--- config.mk ---
export PLATFORM = sky130hd
export DESIGN_NAME = qspi_arb
export DESIGN_NICKNAME = d
export VERILOG_FILES = /design/src/rtl/qspi_arb.sv
export SDC_FILE = /design/constraint.sdc
export NUM_CORES = 1
export LEC_CHECK = 0
export CORE_ASPECT_RATIO = 1.1
export CORE_UTILIZATION = 41
export DETAILED_ROUTE_END_ITERATION = 12
export GPL_TIMING_DRIVEN = 0
export PLACE_DENSITY = 0.8
export REMOVE_ABC_BUFFERS = 1
export SETUP_SLACK_MARGIN = 0.02
export SLEW_MARGIN = 25
export SYNTH_ARGS = -nofsm -noshare
export SYNTH_HDL_FRONTEND = slang
export SYNTH_SLANG_ARGS = --single-unit
--- constraint.sdc ---
create_clock -name clk -period 2.1 [get_ports clk]
set_clock_uncertainty 0.2 [all_clocks]
set_input_delay 0.63 -clock clk [delete_from_list [all_inputs] [get_ports clk]]
set_output_delay 0.63 -clock clk [all_outputs]
set_load 0.005 [all_outputs]
--- src/rtl/qspi_arb.sv ---
// Arbitrates the QSPI line engine between icache fill, dcache fill and dcache writeback.
// Request in IDLE -> q_req next cycle; requesters hold requests while busy, engine paces via q_ack/q_done.
module qspi_arb #(
   parameter  int PA          = 24,
   parameter  int LINE_LENGTH = 4,
   localparam int TW          = PA - $clog2(LINE_LENGTH)
) (
   input  logic          clk,
   input  logic          reset,
   input  logic          rom_enable,
   input  logic          i_pull,
   input  logic [TW-1:0] i_tag,
   input  logic          d_push,
   input  logic          d_pull,
   input  logic [TW-1:0] d_tag,
   output logic          q_req,
   input  logic          q_ack,
   input  logic          q_done,
   input  logic          q_rstrobe_d,
   input  logic          q_wstrobe,
   output logic          q_i_d,
   output logic          q_write,
   output logic [1:0]    q_mem,
   output logic [TW-1:0] q_paddr,
   output logic          wstrobe_i,
   output logic          wstrobe_d,
   output logic          rstrobe_d,
   output logic          i_done,
   output logic          d_done,
   output logic          busy
);

   typedef enum logic [1:0] {S_IDLE, S_ISSUE, S_XFER, S_DONE} state_t;
   typedef enum logic [1:0] {OWN_I, OWN_DR, OWN_DW} own_t;

   state_t        r_state;
   own_t          r_own;
   logic          r_rr;
   logic          r_lock;

   logic          w_any;
   own_t          w_pick;
   logic          w_write;
   logic [TW-1:0] w_tag;
   logic          w_xfer;

   // After a writeback the refill of the same line must go next, ahead of round-robin.
   always_comb begin
      w_any = i_pull | d_pull | d_push;
      if (d_push)
         w_pick = OWN_DW;
      else if (r_lock && d_pull)
         w_pick = OWN_DR;
      else if (i_pull && d_pull)
         w_pick = r_rr ? OWN_DR : OWN_I;
      else if (d_pull)
         w_pick = OWN_DR;
      else
         w_pick = OWN_I;
      w_write = (w_pick == OWN_DW);
      w_tag   = (w_pick == OWN_I) ? i_tag : d_tag;
   end

   assign w_xfer    = (r_state == S_XFER);
   assign wstrobe_i = q_wstrobe   && w_xfer && (r_own == OWN_I);
   assign wstrobe_d = q_wstrobe   && w_xfer && (r_own == OWN_DR);
   assign rstrobe_d = q_rstrobe_d && w_xfer && (r_own == OWN_DW);

   always_ff @(posedge clk or negedge reset) begin
      if (!reset) begin
         r_state <= S_IDLE;
         r_own   <= OWN_I;
         r_rr    <= 1'b0;
         r_lock  <= 1'b0;
         q_req   <= 1'b0;
         q_i_d   <= 1'b0;
         q_write <= 1'b0;
         q_mem   <= 2'd0;
         q_paddr <= '0;
         i_done  <= 1'b0;
         d_done  <= 1'b0;
         busy    <= 1'b0;
      end else begin
         case (r_state)
            S_IDLE: begin
               if (w_any) begin
                  r_own   <= w_pick;
                  q_paddr <= w_tag;
                  q_i_d   <= (w_pick == OWN_I);
                  q_write <= w_write;
                  // Writebacks never target the ROM overlay.
                  q_mem   <= (rom_enable && !w_write) ? 2'd1 : {w_tag[TW-1], 1'b0};
                  q_req   <= 1'b1;
                  busy    <= 1'b1;
                  r_state <= S_ISSUE;
               end
            end
            S_ISSUE: begin
               if (q_ack) begin
                  q_req   <= 1'b0;
                  r_state <= S_XFER;
               end
            end
            S_XFER: begin
               if (q_done) begin
                  i_done  <= (r_own == OWN_I);
                  d_done  <= (r_own != OWN_I);
                  r_state <= S_DONE;
               end
            end
            S_DONE: begin
               i_done  <= 1'b0;
               d_done  <= 1'b0;
               busy    <= 1'b0;
               r_state <= S_IDLE;
               case (r_own)
                  OWN_I:   r_rr <= 1'b1;
                  OWN_DR: begin
                     r_rr   <= 1'b0;
                     r_lock <= 1'b0;
                  end
                  OWN_DW:  r_lock <= 1'b1;
                  default: r_lock <= r_lock;
               endcase
            end
            default: r_state <= S_IDLE;
         endcase
      end
   end

endmodule

# Word-level counts from Yosys, hierarchy flattened
# Index checks and enable logic that the tools add are counted.
# Widths: inputs -> output; s select.
[word_totals] ff_bits=36 out_inout_bits=33
[classes] n_eq_ne=9 n_mux=21 bitwise=2 reduce_logical=25
[op_table] operator="$mux 22" n=1
[op_table] operator="$pmux 1 s2" n=6
[op_table] operator="$reduce_bool 2->1" n=6
[op_table] operator="$mux 2" n=5
[op_table] operator="$reduce_and 2->1" n=5
[op_table] operator="$eq 2x2->1 const B" n=4
[op_table] operator="$logic_and 1x1->1" n=8
[op_table] operator="$mux 1" n=8
[op_table] operator="$pmux 2 s4" n=1
[op_table] operator="$logic_not 2->1" n=3
[op_table] operator="$ne 2x2->1 const B" n=3
[op_table] operator="$reduce_and 3->1" n=2
[op_table] operator="$eq 2x1->1 const B" n=2
[op_table] operator="$or 1x1->1" n=2
[op_table] operator="$logic_not 1->1" n=1

# Logic depth before layout (Yosys ltp)
[depth] word_depth=8 mapped_depth=7

# Least setup slack after synthesis
# OpenSTA, ideal clock, no wires.
[synth_path] path_kind="in2reg" from="in i_pull" to="reg q_paddr[3]" setup_time_ns=0.123 arrival_time_ns=1.722 required_time_ns=1.777 slack_ns=0.055 cell_stages=5 n_path_buf=1 cell_sequence="or3b_4 -> a21oi_4 -> buf_8 -> mux2i_1 -> o21ai_2"
[synth_via] elab_chain_cells=6
[synth_rtl] element="start: declaration" line_no="11" rtl="input logic i_pull,"
[synth_rtl] element="$logic_and 1x1->1" line_no="54" rtl="else if (i_pull && d_pull)"
[synth_rtl] element="$mux 1" line_no="54"
[synth_rtl] element="$mux 1" line_no="52" rtl="else if (r_lock && d_pull)"
[synth_rtl] element="$mux 2" line_no="50" rtl="if (d_push)"
[synth_rtl] element="$logic_not 2->1" line_no="61" rtl="w_tag = (w_pick == OWN_I) ? i_tag : d_tag;"
[synth_rtl] element="$mux 22" line_no="61"
[synth_rtl] element="end signal: assignment" line_no="88" rtl="q_paddr <= w_tag;"
[synth_rtl] element="end: declaration" line_no="24" rtl="output logic [TW-1:0] q_paddr,"
# Several ways; a longest one is shown, not always the timed one.
# A chain may end at the register's enable or synchronous reset.

# Final worst setup path
[layout_path] from="reg r_own[1]" to="out wstrobe_i"
[layout_via] elab_chain_cells=2
[layout_rtl] element="start: declaration" line_no="37" rtl="own_t r_own;"
[layout_rtl] element="start signal: assignment" line_no="87" rtl="r_own <= w_pick;"
[layout_rtl] element="$logic_not 2->1" line_no="65" rtl="assign wstrobe_i = q_wstrobe && w_xfer && (r_own == OWN_I);"
[layout_rtl] element="$logic_and 1x1->1" line_no="65"
[layout_rtl] element="end: declaration" line_no="25" rtl="output logic wstrobe_i,"
# Every way passes these cells.

==> results.txt <==
The maximum cell stage delay along the critical path is 440 ps. The post-layout net count is 330. IR analysis of the VDD net gives a maximum drop of 0.000580 V. The setup violation total in the final timing report came out at 0. The die is 71.9 um tall.

The flop and latch count out of synthesis came out at 36. Final hold analysis gives a worst-case slack of 85.8 ps. The number of cells in the finished layout apart from fillers is 322.

The fraction of layout cells with a size suffix above 1 came out at 20.5%. The initial core utilization came out at 42.5%. The sum of routed wire length over all layers is 4690 um. Setup repair after global routing could not meet its margin everywhere. The quantity of I/O buffers inserted on ports came out at 86.

The global-route wire length before repair came out at 7450 um. The CTS H-tree depth is 2. The post-layout minimum cycle time is 2080 ps. met2 is the most crowded layer. In this run the core area contains 25 standard-cell rows. The worst setup path category is flop to output port. The portion of the clock cycle consumed by the worst path in the final layout is 99.2%.

Dividing the synthesized area by the synthesized cell count gives 10.8 um^2. The worst register-to-register path ends at r_state[1]. The data arrival time at the worst-slack endpoint came out at 1250 ps. The flow ran to the end, and the final reports show no timing, DRC or antenna violations. The area growth from synthesis to layout is 66.1%. The die area is 4710 um^2. The number of warnings reported in the yosys synthesis log is 0.

The largest buffer count on any clock path is 2. The congestion estimate from routability-driven global placement came to 0.783. The proportion of total power due to net switching is 34.5%. The power share of the combinational group came out at 54.7%.

The register-to-register path setup slack is 120 ps. The latest clock arrival within the worst-skew pair is 290 ps. For the pin with the worst max-slew slack, the measured transition is 467 ps. The DRC marker count from the first detailed-route iteration came out at 100.

The critical path startpoint category is a flop. The clock edge transition at the registers on the reported setup and hold paths came out at 70 ps. For this block, the via count after detailed routing is 1597.

In the synthesized netlist, the number of instances is 168. Of all nets on the critical path, the largest fanout is 3. In this run the power density over the cells is 1240 nW/um^2. Summed over all nets, the switching power comes to 1.29 mW. The total inserted antenna cells is 0. The count of hold buffers inserted by post-cts repair came out at 0. The root buffer cell chosen for the clock tree is clkbuf_8. The startpoint identified for the worst register-to-register timing path is r_state[0]. The fraction of the core area covered by cells at the end of the flow is 70.6%. The static leakage power is 1.33 nW. The DRC violation count after routing came out at 0.

The sequential cell area fraction in the yosys report is 49.5%. The number of nets with antenna violations after detailed routing came out at 0. The cell count after placement is 301. The global-route congestion overflow total came out at 0. The path depth of the worst reg2reg path is 6. After synthesis, the netlist uses 29 different library cells.

The part of the power in the clock network came out at 12.2%. For this run, the top clock speed supported by timing is 0.480 GHz. Global routing used 6.13% of the available met3 tracks.

The number of slew-limit violations in the final report was 0. TritonCTS built the clock tree. Dividing the detail-routed wire length by the instance count gives 14.6 um. The post-DP HPWL came out at 3100 um.

The worst setup path is captured at an output port. The global-route usage over all layers came out at 21.2%. The maximum number of pins on one net before global-route repair came out at 20.

The number of failing hold endpoints at the final stage was 0. By area the synthesized netlist is led by dfrtp_1 (49%), mux2i_1 (12%), nand2_1 (6.6%). The top cell type by total area after synthesis is dfrtp_1.

The average vias per placed instance came out at 4.96. Traced cell by cell, the critical path runs through inv_2, ha_4, and3_4, buf_6. The synthesized cell area is 1820 um^2. The worst max-slew margin expressed relative to the limit is 68.9%.

The fraction of met1 tracks used by global routing came out at 22.4%. The number of filler cells placed in the layout is 321. The commonest register cell after synthesis is dfrtp_1. The multi-input gate area in the final layout is 932 um^2. The number of CTS-inserted buffers is 5.

The count of boundary I/O pins is 87. For this design, the slowest cell found on the critical path is dfrtp_1. The core region is 4290 um^2. The sequential cell area in the final layout came out at 901 um^2. The TritonCTS sink count came out at 36. The share of the synthesized area in the top cell type is 49.5%. The register share of total power is 33.1%.

The overall die width is 65.6 um. The number of antenna violations at the first check in global routing is 0. The first-pass detailed-route iteration total is 4. The count of flip-flops with a built-in enable after synthesis came out at 0. The required time at the endpoint of the critical path is 1270 ps. The tightest min-delay check is of the primary input to asynchronous set/reset pin type. The design internal power is 2.45 mW. The max-cap check violation count is 0. For met2 alone, demand over resource in global routing was 38.6%. After synthesis, the share of flip-flops with an asynchronous set or reset is 100%. The via count of the first global-routing pass is 1627.
==> power by group through the flow <==
stage / logic [mW] / clock network (mW) / registers, mW
after global placement: 1.63 / 0 / 1.22
after CTS: 1.99 / 0.470 / 1.23
final: 2.05 / 0.457 / 1.24
after floorplan: 0.802 / 0 / 1.24
after global routing: 2.24 / 0.504 / 1.28
after detailed placement: 1.73 / 0 / 1.24
==> through the flow <==
step                area (um^2)  power [mW]  setup TNS [ps]  setup slack [ps]
floorplan                  1750        2.04          -12270              -622
global placement           2680        2.86          -62830             -1480
detailed placement         2730        2.97          -25630              -977
CTS                        2990        3.69               0              2.22
global route               3030        4.03           -81.4             -39.0
finish                     3030        3.74               0              15.9
==> registers in the layout, summed over array words and instances, names as in the netlist, 2 cells and up <==
name     count
r_state      2
q_mem        2
r_own        2
q_paddr     22
==> cells by family after synthesis <==
logic type	after synthesis	share of synthesized area, %
and+or+nand+nor	43	10.4
AOI/OAI and AO/OA	40	15.5
DFF	36	49.5
muxes	25	13.9
buffers and inverters	16	5.29
adders and majority gates	8	5.49
==> area by class of cell <==
class | count | share of cell area [%]
timing repair buffer | 101 | 33.7
clock inverter | 1 | 0.165
inverter | 7 | 0.868
multi-input combinational | 117 | 30.8
sequential | 36 | 29.8
tap | 54 | 2.23
clock buffer | 6 | 2.40
==> what timing repair did <==
item	in CTS	in global routing
setup endpoints to repair	31	9
cloned	2	0
pin swaps	7	3
gates resized for setup	38	8
setup buffers	10	2
==> cell usage after synthesis, types with 2 or more instances <==
cell	number
a22o_1	7
inv_1	7
nand2_1	32
and3_1	3
ha_1	8
mux2_2	2
o21ai_1	15
o21ai_2	9
mux2i_1	22
nor2_1	2
buf_2	4
dfrtp_1	36
o21ai_0	2
a21oi_1	3
clkbuf_1	2
==> layout by cell type, fill, tap and decap left out, types with 2 or more instances in the layout <==
| cell | netlist | layout |
|---|---|---|
| a21oi_1 | 3 | 3 |
| clkbuf_8 | 0 | 5 |
| buf_4 | 1 | 9 |
| buf_2 | 4 | 2 |
| a21oi_4 | 1 | 2 |
| clkdlybuf4s50_1 | 0 | 77 |
| inv_2 | 0 | 3 |
| nand2_1 | 32 | 31 |
| mux2i_2 | 0 | 2 |
| clkbuf_2 | 0 | 2 |
| o21ai_2 | 9 | 9 |
| mux2i_1 | 22 | 20 |
| o21ai_1 | 15 | 15 |
| dlygate4sd2_1 | 0 | 3 |
| nor2_1 | 2 | 2 |
| a22o_1 | 7 | 7 |
| buf_6 | 0 | 5 |
| mux2_2 | 2 | 2 |
| inv_1 | 7 | 4 |
| dfrtp_1 | 36 | 36 |
| ha_4 | 0 | 4 |
| and3_4 | 0 | 2 |
| ha_1 | 8 | 3 |
| o21ai_0 | 2 | 2 |
==> how the worst max path moves through the flow <==
stage | from | depth (start not counted) | end | slack [ps]
after floorplan | d_pull | 3 | q_i_d | -620
after global placement | d_pull | 4 | q_i_d | -1480
after detailed placement | i_pull | 5 | q_mem[1] | -980
after CTS | r_own[0] | 4 | wstrobe_d | 2
after global routing | r_own[1] | 4 | wstrobe_d | -40
final | r_own[1] | 4 | wstrobe_i | 20
==> critical path, delay by kind of cell (launching register included) <==
kind                     cells  cell delay (ps)
flip-flops                   1              440
buffers and inverters        2              210
adder cells (fa/ha/maj)      1              170
AND/OR/NAND/NOR              1              160
==> layer usage <==
layer	share of wire, %	wire, um
met1	39	1810
met2	54	2510
met3	6.2	293
met4	1.6	77
met5	0	0
No activity file was read; power rests on OpenSTA's default activity.
